**src/rtl/mos_strength_pkg.sv**
```systemverilog
// Shared types and helpers for the complementary switch driver controller.
// Contents: channel logic-state enum, update-mode enum, controller FSM enum,
// and alt_pattern(), which builds the alternating base polarity pattern.
package mos_strength_pkg;

    // Widest channel count alt_pattern() can build; callers truncate to NCH.
    localparam int unsigned MAX_NCH = 64;

    typedef enum logic {
        St0 = 1'b0,
        St1 = 1'b1
    } state_e;

    typedef enum logic [1:0] {
        M_HOLD   = 2'd0,
        M_TOGGLE = 2'd1,
        M_ROTATE = 2'd2,
        M_RSVD   = 2'd3
    } mode_e;

    typedef enum logic [1:0] {
        S_IDLE  = 2'd0,
        S_DEAD  = 2'd1,
        S_DRIVE = 2'd2
    } fsm_e;

    // a=1: even channels St0, odd channels St1; a=0 inverts. Bits >= nch are 0.
    function automatic logic [MAX_NCH-1:0] alt_pattern(input logic a, input int unsigned nch);
        logic [MAX_NCH-1:0] p;
        p = '0;
        for (int unsigned i = 0; i < MAX_NCH; i++) begin
            if (i < nch) begin
                p[i] = (i[0] == 1'b1) ? a : ~a;
            end
        end
        return p;
    endfunction

endpackage

```
**src/rtl/mos_pattern_next.sv**
```systemverilog
// Next channel pattern for one update step (combinational).
// Ports:
//   cur   in  NCH  current channel states
//   mode  in  2    update mode (HOLD, TOGGLE, ROTATE; reserved acts as HOLD)
//   nxt_c out NCH  pattern to apply at the next update
module mos_pattern_next
    import mos_strength_pkg::*;
#(
    parameter int unsigned NCH = 4
) (
    input  logic [NCH-1:0] cur,
    input  logic [1:0]     mode,
    output logic [NCH-1:0] nxt_c
);

    always_comb begin
        nxt_c = cur;
        case (mode_e'(mode))
            M_TOGGLE: nxt_c = ~cur;
            M_ROTATE: nxt_c = {cur[NCH-2:0], cur[NCH-1]};
            default:  nxt_c = cur;
        endcase
    end

endmodule

```
**src/rtl/mos_strength_array.sv**
```systemverilog
// N-channel complementary switch driver controller with break-before-make.
// Holds a per-channel St0/St1 state and drives an nmos enable (pull to 0) and
// a pmos enable (pull to 1) per channel, updating the pattern every period
// DRIVE cycles. Channels about to change are released for DEAD_CYC cycles
// before their opposite device is enabled; unchanged channels keep driving.
// Ports:
//   clk, rst_n      clock, synchronous active-low reset
//   start, stop     begin sequence (IDLE only) / abort to IDLE from anywhere
//   a, pat_i        base polarity and XOR mask, sampled at start
//   mode, period    update mode and update period, sampled at start
//   state_o         channel states (1 = St1)
//   zn_en, zp_en    nmos / pmos enables per channel
//   busy            high whenever not IDLE
module mos_strength_array
    import mos_strength_pkg::*;
#(
    parameter int unsigned NCH      = 4,
    parameter int unsigned CNT_W    = 8,
    parameter int unsigned DEAD_CYC = 2
) (
    input  logic             clk,
    input  logic             rst_n,
    input  logic             start,
    input  logic             stop,
    input  logic             a,
    input  logic [NCH-1:0]   pat_i,
    input  logic [1:0]       mode,
    input  logic [CNT_W-1:0] period,
    output logic [NCH-1:0]   state_o,
    output logic [NCH-1:0]   zn_en,
    output logic [NCH-1:0]   zp_en,
    output logic             busy
);

    localparam int unsigned DCNT_W = (DEAD_CYC > 1) ? $clog2(DEAD_CYC) : 1;

    fsm_e              fsm_q,    fsm_d;
    mode_e             mode_q,   mode_d;
    logic [CNT_W-1:0]  period_q, period_d;
    logic [CNT_W-1:0]  cnt_q,    cnt_d;
    logic [DCNT_W-1:0] dcnt_q,   dcnt_d;
    logic [NCH-1:0]    pend_q,   pend_d;
    logic [NCH-1:0]    state_d;
    logic [NCH-1:0]    zn_d, zp_d;
    logic              busy_d;
    logic [NCH-1:0]    nxt_c;
    logic [NCH-1:0]    start_pat_c;
    logic [NCH-1:0]    chg_c;

    assign start_pat_c = NCH'(alt_pattern(a, NCH)) ^ pat_i;
    assign chg_c       = nxt_c ^ state_o;

    mos_pattern_next #(
        .NCH (NCH)
    ) u_next (
        .cur   (state_o),
        .mode  (mode_q),
        .nxt_c (nxt_c)
    );

    // Next-state and registered-output logic.
    always_comb begin
        fsm_d    = fsm_q;
        mode_d   = mode_q;
        period_d = period_q;
        cnt_d    = cnt_q;
        dcnt_d   = dcnt_q;
        pend_d   = pend_q;
        state_d  = state_o;
        zn_d     = zn_en;
        zp_d     = zp_en;

        if (stop) begin
            fsm_d = S_IDLE;
            zn_d  = '0;
            zp_d  = '0;
        end else begin
            case (fsm_q)
                S_IDLE: begin
                    zn_d = '0;
                    zp_d = '0;
                    if (start) begin
                        mode_d   = mode_e'(mode);
                        period_d = (period == '0) ? CNT_W'(1) : period;
                        state_d  = start_pat_c;
                        pend_d   = start_pat_c;
                        dcnt_d   = DCNT_W'(DEAD_CYC - 1);
                        fsm_d    = S_DEAD;
                    end
                end
                // Enables were set on entry and simply hold through the gap.
                S_DEAD: begin
                    if (dcnt_q == '0) begin
                        state_d = pend_q;
                        zn_d    = ~pend_q;
                        zp_d    = pend_q;
                        cnt_d   = period_q - CNT_W'(1);
                        fsm_d   = S_DRIVE;
                    end else begin
                        dcnt_d = dcnt_q - DCNT_W'(1);
                    end
                end
                S_DRIVE: begin
                    zn_d = ~state_o;
                    zp_d = state_o;
                    if (cnt_q == '0) begin
                        if (chg_c == '0) begin
                            cnt_d = period_q - CNT_W'(1);
                        end else begin
                            // Release only the channels that are about to flip.
                            pend_d = nxt_c;
                            zn_d   = ~state_o & ~chg_c;
                            zp_d   = state_o & ~chg_c;
                            dcnt_d = DCNT_W'(DEAD_CYC - 1);
                            fsm_d  = S_DEAD;
                        end
                    end else begin
                        cnt_d = cnt_q - CNT_W'(1);
                    end
                end
                default: begin
                    fsm_d = S_IDLE;
                    zn_d  = '0;
                    zp_d  = '0;
                end
            endcase
        end

        busy_d = (fsm_d != S_IDLE);
    end

    // State and output registers.
    always_ff @(posedge clk) begin
        if (!rst_n) begin
            fsm_q    <= S_IDLE;
            mode_q   <= M_HOLD;
            period_q <= '0;
            cnt_q    <= '0;
            dcnt_q   <= '0;
            pend_q   <= '0;
            state_o  <= '0;
            zn_en    <= '0;
            zp_en    <= '0;
            busy     <= 1'b0;
        end else begin
            fsm_q    <= fsm_d;
            mode_q   <= mode_d;
            period_q <= period_d;
            cnt_q    <= cnt_d;
            dcnt_q   <= dcnt_d;
            pend_q   <= pend_d;
            state_o  <= state_d;
            zn_en    <= zn_d;
            zp_en    <= zp_d;
            busy     <= busy_d;
        end
    end

endmodule
```
**config.mk**
```make
export PLATFORM = sky130hd
export DESIGN_NAME = mos_strength_array
export DESIGN_NICKNAME = d
export VERILOG_FILES = /design/src/rtl/mos_strength_pkg.sv /design/src/rtl/mos_pattern_next.sv /design/src/rtl/mos_strength_array.sv
export SDC_FILE = /design/constraint.sdc
export NUM_CORES = 1
export LEC_CHECK = 0
export BUFFER_PORTS_ARGS = -buffer_cell sky130_fd_sc_hd__buf_4
export CORE_MARGIN = 1
export CORE_UTILIZATION = 26
export DETAILED_ROUTE_END_ITERATION = 7
export SYNTH_ARGS = -nofsm -noshare
export SYNTH_HDL_FRONTEND = slang
export SYNTH_SLANG_ARGS = --single-unit
```
**constraint.sdc**
```tcl
create_clock -name clk -period 4 [get_ports clk]
set_input_delay 0.4 -clock clk [delete_from_list [all_inputs] [get_ports clk]]
set_output_delay 0.4 -clock clk [all_outputs]
set_load 0.02 [all_outputs]
```
==> results of run 1 <==
-- power by group through the flow --
stage	logic (mW)	clock network (mW)	registers [mW]
3_3_place_gp	0.273	0	0.435
6_report	0.278	0.252	0.427
3_5_place_dp	0.277	0	0.435
4_1_cts	0.278	0.260	0.426
5_1_grt	0.310	0.277	0.430
2_1_floorplan	0.205	0	0.430
-- cell families after synthesis --
family | count (synthesis)
flops | 38
simple gates | 99
compound gates | 85
buf+inv | 38
mux | 14
xor+xnor | 9
fa+ha+maj | 16
-- cells in the final DEF (no fill, tap or decap), drive strengths merged, types with 6 or more instances in the layout --
cell type / instances
nand2: 38
dfxtp: 38
buf: 33
inv: 21
a21oi: 20
o21ai: 18
ha: 16
nor2: 13
mux2i: 12
nor3: 10
xnor2: 6
and3: 6
-- cell type report --
| class | count | share of cell area [%] |
|---|---|---|
| multi-input cells | 223 | 53.5 |
| flip-flops and latches | 38 | 27.2 |
| repair buffers | 33 | 8.85 |
| well taps | 108 | 4.83 |
| inverters | 21 | 2.82 |
| clock buffers | 5 | 2.46 |
| clock inverters | 2 | 0.357 |
-- synthesized netlist by cell type, types with 3 or more instances --
master	count
dfxtp_1	38
nand2_1	38
inv_1	21
a21oi_1	20
o21ai_0	18
ha_1	16
nor2_1	13
clkbuf_1	12
mux2i_1	12
nor3_1	10
and3_1	6
xnor2_1	6
a22oi_1	5
a31oi_1	5
nor2b_1	5
a211oi_1	4
nand2b_1	4
nand4_1	4
o22ai_1	4
nor4_1	3
o211a_1	3
o211ai_1	3
o221ai_1	3
xor2_1	3
-- final timing paths --
path / cells past startpoint / from / endpoint / slack, ps
setup / recovery: 11 / mode_q[0]$_SDFFE_PN0P_ / busy$_SDFF_PN0_ / 990
hold / removal: 3 / mode[1] / mode_q[1]$_SDFFE_PN0P_ / 350
setup reg to reg: 11 / mode_q[0]$_SDFFE_PN0P_ / busy$_SDFF_PN0_ / 990
hold reg to reg: 2 / period_q[7]$_SDFFE_PN0P_ / period_q[7]$_SDFFE_PN0P_ / 480
-- critical path, cell delays in order, from the launching register on --
cell and delay [ps]:
dfxtp_1 360, inv_1 50, ha_1 340, nor2b_1 150, a31oi_1 250, inv_1 80, ha_1 270, nor4_1 590
nor4_2 90, buf_4 210, o31a_1 290, or2_1 220
-- per-stage QoR --
step | worst slack (ps) | cell area, um2 | power (mW)
CTS | 1000 | 2800 | 0.964
global placement | 1090 | 2720 | 0.707
detailed placement | 987 | 2720 | 0.712
finish | 994 | 2800 | 0.957
global route | 646 | 2800 | 1.02
floorplan | 1240 | 2420 | 0.635
-- registers in the layout (all words and copies together), names as in the netlist --
name / cells
busy: 1
cnt_q: 8
dcnt_q: 1
fsm_q: 2
mode_q: 2
pend_q: 4
period_q: 8
state_o: 4
zn_en: 4
zp_en: 4
-- per-layer routing --
metal  vias to the layer above  GRT usage (%)  wire length (um)
met5                         -              0                 0
met4                         0           4.25                92
met3                         8           1.50               246
met2                        51           21.9              2790
met1                      1060           19.5              3130
li1                       1125              -                 -
==> results.tsv, run 1 <==
metric	value	unit
outcome	finished, violations left	
violations	DRC	
cts_tree	done	
cp_max_fo	11	
p_switching	0.318	mW
drtIter0Drc	157	
vias	2244	
drv_cap	0	
stdcell_count	430	
synth_top_area_share	31.5	%
drive_above_1_share	15.5	%
insertion_delay	290	ps
setup_viol	0	
multiInputGateArea	1500	um2
seqPwrFrac	44.6	%
wl	6260	um
async_reset_ff_share	0	%
diodes	0	
cts_buffers	5	
power.ir.vdd_worst	0.000147	V
avgSynthCellArea	8.08	um2
crit_type	reg -> reg	
drt_first_pass_iters	6	
synth_simple_gate_area_share	21.0	%
min_period_over_period	75.2	%
synthAdderAreaFrac	8.29	%
cts_hold_buf	0	
regArea	761	um2
relSlewSlack	48.3	%
grt_overflow	0	
synth_edf_count	0	
p_sw_share	33.2	%
drcViolationCount	2	
nFillCells	952	
hp-class	in -> reg	
synth_cell_type_count	58	
syn_area	2420	um2
rsz0062_at_grt	no	
cp-end-kind	flip-flop	
dp_cells	423	
die_h	98.4	um
worst_slew_pin_slew	776	ps
clk_pin_slew	70	ps
grt_first_pass_wirelength	10800	um
io_pins	32	
holdWs	353	ps
avgViaCountPerCell	5.22	
maxSlewViolCount	0	
die_area	9680	um2
dp_hpwl	4730	um
detail-route-antenna-nets	0	
post_drt_wl_per_cell	14.6	um
cp.arrival	3190	ps
cts_htree_levels	2	
synth_compound_area_share	23.6	%
clk_root_buffer_cell	clkbuf_8	
synth-main-ff-cell	dfxtp_1	
clock_path_buffers	2	
critPathLaunchType	flip-flop	
yosysWarnings	0	
die_w	98.4	um
hold_viol	0	
fin_util	31.6	%
area_growth	15.9	%
post_cts_resized	0	
fp-row-count	34	
cp.required	4180	ps
core_region_area	8850	um2
grt_pass1_vias	2204	
p_comb_share	29.0	%
synth_xor_area_share	3.26	%
p_int	0.639	mW
ys_ff_latch	38	
netlist_instances	299	
synth.mux.area_fraction	5.90	%
p_leak	1.13	nW
gp_congestion	0.816	
syn_nets	334	
track_usage	13.8	%
post-cts-setup-buffers	0	
p_per_area	342	nW/um2
fin_tns_setup	0	ps
yosysTopAreaCell	dfxtp_1	
clock_power_share	26.3	%
initial_core_util	27.3	%
grt_max_degree	23	
antenna_found_initial	0	
synth_top_family_by_area	compound AO/OA/AOI/OAI gates	
cts_sinks	38	
seq_area_frac_synth	31.5	%
fin_nets	357	
fmax	333	MHz
yosys-top-cells-area	dfxtp_1 31%, ha_1 8.3%, nand2_1 5.9%, mux2i_1 5.0%, a21oi_1 4.1%	
io_buffers	31	
finalClockSkew	2.23	ps
min_period	3010	ps
Power figures use the tool's default switching activity.
==> inputs of run 2 (changes only) <==
Clock period 4 ns to 2.5 ns, I/O delays scaled along.
==> results.tsv, run 2 (synthesized netlist as in run 1, its figures left out) <==
metric	value	unit	change
outcome	finished, violations left		
die_area	9680	um2	unchanged
clk_root_buffer_cell	clkbuf_8		
rsz0062_at_grt	yes		
hp-class	in -> reg		
post_drt_wl_per_cell	14.7	um	+1.1%
crit_type	reg -> reg		
power.ir.vdd_worst	0.000255	V	+73%
r2r_start	mode_q[0]$_SDFFE_PN0P_		
cp_max_fo	6		-5
die_w	98.4	um	unchanged
cts_tree	done		
worst_slew_pin_slew	764	ps	-11.7 ps
wl	6800	um	+8.6%
cts_sinks	38		unchanged
gp_congestion	0.811		-0.67%
relSlewSlack	49.0	%	+0.73 points
avgViaCountPerCell	5.05		-3.3%
cts_htree_levels	2		unchanged
dp_hpwl	4880	um	+3.3%
clk_pin_slew	80	ps	about the same
core_region_area	8850	um2	unchanged
cts_hold_buf	0		unchanged
drtIter0Drc	92		-41%
vias	2332		+3.9%
p_per_area	604	nW/um2	+77%
critPathLaunchType	flip-flop		
placed_area	2930	um2	+7.6%
maxSlewViolCount	0		unchanged
min_period	2510	ps	-496 ps
io_pins	32		unchanged
fin_nets	388		+8.7%
grt_max_degree	22		-4.3%
initial_core_util	27.3	%	unchanged
grt_pass1_vias	2271		+3.0%
slowest_delay	380	ps	-210 ps
drive_above_1_share	33.6	%	+18 points
fin_area	3390	um2	+21%
crit_top_cell	ha_4		
diodes	0		unchanged
min_period_over_period	100	%	+25 points
setup_viol	2		+2
drv_cap	0		unchanged
antenna_found_initial	0		unchanged
drcViolationCount	0		-2
layout_commonest_cell	buf_4		
cpMaxStageDelayCell	dfxtp_4		
largest_registers	cnt_q x8, period_q x8		
detail-route-antenna-nets	0		unchanged
area_growth	40.5	%	
setup_ws	-9.90	ps	-1000 ps
rr_endpoint	zn_en[0]$_SDFFE_PP0N_		
regToRegSetupSlack	-10	ps	-1000 ps
drt_first_pass_iters	6		unchanged
clock_path_buffers	2		unchanged
insertion_delay	300	ps	about the same
mostFrequentLayoutCells	61 x buf_4, 37 x nand2_1, 36 x dfxtp_1		
fin_tns_setup	-16.8	ps	-16.8 ps
fp-row-count	34		unchanged
crit_chain	inv_2, ha_4, nor2b_4, a31oi_2, inv_1, ha_4, nor4_4, nor4_2, buf_4, buf_8, mux2i_2, o221ai_2		
hold_start	period[5]		
p_leak	1.37	nW	+21%
grt_first_pass_wirelength	10900	um	+0.89%
hold_viol	0		unchanged
cp-end-kind	flip-flop		
cts_buffers	5		unchanged
io_buffers	31		unchanged
cp.arrival	2680	ps	-510 ps
min_path_cells	3		unchanged
holdPathEnd	period_q[5]$_SDFFE_PN0P_		
track_usage	14.2	%	+0.45 points
grt_overflow	0		unchanged
r2r_cells	12		+1
finalClockSkew	2.92	ps	+0.685 ps
violations	setup timing		
nFillCells	897		-5.8%
die_h	98.4	um	unchanged
fmax	398	MHz	+20%
cp.required	2670	ps	-1510 ps
## run 2: cell types whose count changed in the layout (fill, tap and decap cells not counted), sizes merged
| cell | previous run | this run |
|---|---|---|
| bufinv | 0 | 2 |
| buf | 33 | 64 |
| clkinv | 2 | 0 |
| clkbuf | 5 | 6 |
## run 2: per-layer routing
| metal | GRT usage (%) | share of wire, % | up-vias |
|---|---|---|---|
| met2 | 23.9 | 47 | 64 |
| met1 | 18.2 | 47 | 1069 |
| li1 | - | - | 1188 |
| met5 | 0 | 0 | - |
| met3 | 2.08 | 3.6 | 11 |
| met4 | 5.97 | 2.1 | 0 |
## run 2: where the power goes
part	internal (mW)	leakage, nW	switching, mW
Clock	0.426	0.0714	0.234
Combinational	0.368	0.985	0.341
Sequential	0.637	0.311	0.0443
Total	1.43	1.37	0.620
## run 2: how the worst max path moves through the flow
stage / start / endpoint / slack, ps / depth (start not counted)
4_1_cts: mode_q[1]$_SDFFE_PN0P_ / zn_en[0]$_SDFFE_PP0N_ / 4 / 13
6_report: mode_q[0]$_SDFFE_PN0P_ / zn_en[0]$_SDFFE_PP0N_ / -10 / 12
3_5_place_dp: mode_q[1]$_SDFFE_PN0P_ / zn_en[0]$_SDFFE_PP0N_ / -180 / 12
5_1_grt: mode_q[1]$_SDFFE_PN0P_ / zn_en[3]$_SDFFE_PP0N_ / -90 / 12
3_3_place_gp: mode_q[1]$_SDFFE_PN0P_ / busy$_SDFF_PN0_ / -70 / 11
2_1_floorplan: mode_q[0]$_SDFFE_PN0P_ / cnt_q[7]$_SDFFE_PN0P_ / 1 / 11
## run 2: timing repair
item                       4_1_cts  5_1_grt
pin swaps                        9       19
setup endpoints to repair       11       18
buffers inserted                 9        0
gates resized for setup         18       35
## run 2: worst max-delay path: cells and delay by family (launching register included)
kind                       cells  cell delay (ps)
DFF                            1              380
adders and majority gates      2              560
and+or+nand+nor                3              450
AOI/OAI and AO/OA              2              300
muxes                          1              250
buffers and inverters          4              470
## run 2: through the flow
step                      hold slack [ps]  util, %  power [mW]  setup slack [ps]  cells
after global routing                  215     38.4        2.15             -90.0    462
after detailed placement              463     33.1        1.24              -185    446
final                                 204     38.4        2.05             -9.90    462
after global placement                466     33.1        1.23             -66.8    446
after CTS                             202     36.5        1.98              3.70    463
after floorplan                       386        -        1.04              1.43    299
## run 2: layout make-up
class                           count  area (um2)  area share, %
Tap cell                          108         135           3.98
Clock inverter                      2        60.1           1.77
Sequential cell                    38         766           22.6
Clock buffer                        6        82.6           2.43
Inverter                           21        83.8           2.47
Multi-Input combinational cell    223        1770           52.2
Timing Repair Buffer               64         495           14.6
==> inputs of run 3 (changes only) <==
Settings changed: CTS_BUF_LIST set to sky130_fd_sc_hd__clkbuf_16.
==> results.tsv, run 3 (synthesized netlist as in run 1, its figures left out) <==
metric	value	unit	change
relSlewSlack	49.6	%	+0.60 points
crit_chain	buf_6, ha_4, nor2b_4, a31oi_4, inv_2, ha_4, nor4_4, nor4_2, buf_4, buf_8, mux2i_2, o221ai_1		
clk_root_buffer_cell	clkbuf_16		
critPathLaunchType	flip-flop		
violations	setup timing		
drt_first_pass_iters	6		unchanged
slowest_delay	340	ps	-40 ps
track_usage	14.0	%	-0.23 points
area_growth	38.9	%	
post_drt_wl_per_cell	14.8	um	+0.38%
core_region_area	8850	um2	unchanged
cpMaxStageDelayCell	nor4_4		
fp-row-count	34		unchanged
largest_registers	cnt_q x8, period_q x8		
initial_core_util	27.3	%	unchanged
die_h	98.4	um	unchanged
r2r_cells	12		unchanged
hold_viol	0		unchanged
crit_type	reg -> reg		
gp_congestion	0.811		unchanged
path_buf_inv	4		unchanged
rr_endpoint	zn_en[3]$_SDFFE_PP0N_		
drive_above_1_share	31.2	%	-2.4 points
p_sw_share	28.7	%	-1.5 points
drv_cap	0		unchanged
worst_slew_pin_slew	755	ps	-8.94 ps
p_per_area	649	nW/um2	+7.4%
maxSlewViolCount	0		unchanged
min_period	2520	ps	+10.3 ps
clk_pin_slew	60	ps	-20 ps
cts_buffers	5		unchanged
fmax	397	MHz	-0.41%
p_switching	0.626	mW	+0.98%
wl	6750	um	-0.71%
cts_sinks	38		unchanged
io_pins	32		unchanged
mostFrequentLayoutCells	57 x buf_4, 37 x nand2_1, 36 x dfxtp_1		
outcome	finished, violations left		
setup_ws	-20.2	ps	-10.3 ps
min_period_over_period	101	%	+0.41 points
holdWs	223	ps	+18.5 ps
rsz0062_at_grt	yes		
dp_hpwl	4880	um	unchanged
avgViaCountPerCell	5.10		+0.96%
io_buffers	31		unchanged
dp_cells	446		unchanged
power.ir.vdd_worst	0.000299	V	+17%
seqPwrFrac	31.2	%	-2.0 points
hp-class	in -> reg		
antenna_found_initial	0		unchanged
cp.required	2640	ps	-30 ps
regToRegSetupSlack	-20	ps	about the same
cts_tree	done		
p_leak	1.35	nW	-0.94%
crit_top_cell	ha_4		
vias	2329		-0.13%
clock_path_buffers	2		unchanged
p_int	1.55	mW	+8.5%
grt_pass1_vias	2258		-0.57%
grt_max_degree	22		unchanged
drcViolationCount	0		unchanged
diodes	0		unchanged
grt_overflow	0		unchanged
cp.arrival	2660	ps	-20 ps
insertion_delay	280	ps	-20 ps
r2r_start	mode_q[1]$_SDFFE_PN0P_		
setup_viol	1		-1
cts_htree_levels	2		unchanged
drtIter0Drc	147		+60%
die_area	9680	um2	unchanged
layout_commonest_cell	buf_4		
clock_power_share	37.7	%	+5.5 points
finalClockSkew	2.80	ps	-0.119 ps
grt_first_pass_wirelength	10800	um	-1.4%
startpoint	mode_q[1]$_SDFFE_PN0P_		
nFillCells	900		+0.33%
min_path_cells	3		unchanged
stdcell_count	457		-1.1%
cp_max_fo	6		unchanged
die_w	98.4	um	unchanged
crit_path_end	zn_en[3]$_SDFFE_PP0N_		
critPathTopFamily	simple AND/OR/NAND/NOR gates		
fin_nets	383		-1.3%
cp.depth	12		unchanged
detail-route-antenna-nets	0		unchanged
cp-end-kind	flip-flop		
p_comb_share	31.1	%	-3.5 points
==> run 3: cell count changes in the layout (fill, tap and decap cells not counted), sizes merged <==
| cell | delta |
|---|---|
| buf | -5 |
| clkbuf | -1 |
| clkinv | +1 |
==> run 3: per-layer routing <==
layer	vias up	track usage, %	part of all wire [%]
met5	-	0	0
met4	0	7.00	2.6
met3	15	2.08	3.8
met2	62	22.6	47
met1	1075	18.1	47
li1	1177	-	-
==> run 3: how the worst min path moves through the flow <==
stage / startpoint / end / slack, ps
final: period[5] / period_q[5]$_SDFFE_PN0P_ / 220
after global routing: period[7] / period_q[7]$_SDFFE_PN0P_ / 240
after CTS: period[1] / period_q[1]$_SDFFE_PN0P_ / 220
after detailed placement: zn_en[2]$_SDFFE_PP0N_ / zn_en[2]$_SDFFE_PP0N_ / 460
after global placement: mode_q[1]$_SDFFE_PN0P_ / mode_q[1]$_SDFFE_PN0P_ / 470
after floorplan: period[5] / period_q[5]$_SDFFE_PN0P_ / 390
==> run 3: metrics by stage <==
step                util (%)  setup TNS, ps  power [mW]  worst slack, ps  cell area (um2)
floorplan                  -              0        1.04             1.43             2450
CTS                     36.1              0        2.10           0.0826             3200
detailed placement      33.1          -1140        1.24             -185             2930
global placement        33.1           -153        1.23            -66.8             2930
global route            37.9           -526        2.28             -105             3360
finish                  37.9          -20.2        2.18            -20.2             3360
==> run 3: layout make-up <==
cell class	count	area, um2	area share (%)
Timing Repair Buffer	59	454	13.5
Clock inverter	3	63.8	1.90
Multi-Input combinational cell	223	1730	51.6
Clock buffer	5	125	3.73
Tap cell	108	135	4.03
Sequential cell	38	763	22.7
Inverter	21	83.8	2.50
==> run 3: power groups by stage <==
stage	clock (mW)	combinational (mW)	sequential, mW
final	0.821	0.677	0.681
after global routing	0.863	0.733	0.686
after CTS	0.827	0.594	0.677
after detailed placement	0	0.553	0.689
after global placement	0	0.543	0.689
after floorplan	0	0.352	0.689
==> run 3: what timing repair did <==
action                                  4_1_cts  5_1_grt
pin swaps                                    10       17
endpoints found under the setup margin       13       19
resized for setup                            13       30
setup buffers                                 2        1
endpoints found under the hold margin         0        0
hold buffers                                  0        0
==> run 3: worst reg2reg max path, stage by stage, from the launching register on <==
cell and delay, ps:
dfxtp_2 330, buf_6 110, ha_4 260, nor2b_4 150, a31oi_4 180, inv_2 70
ha_4 220, nor4_4 340, nor4_2 90, buf_4 170, buf_8 130, mux2i_2 200
o221ai_1 130
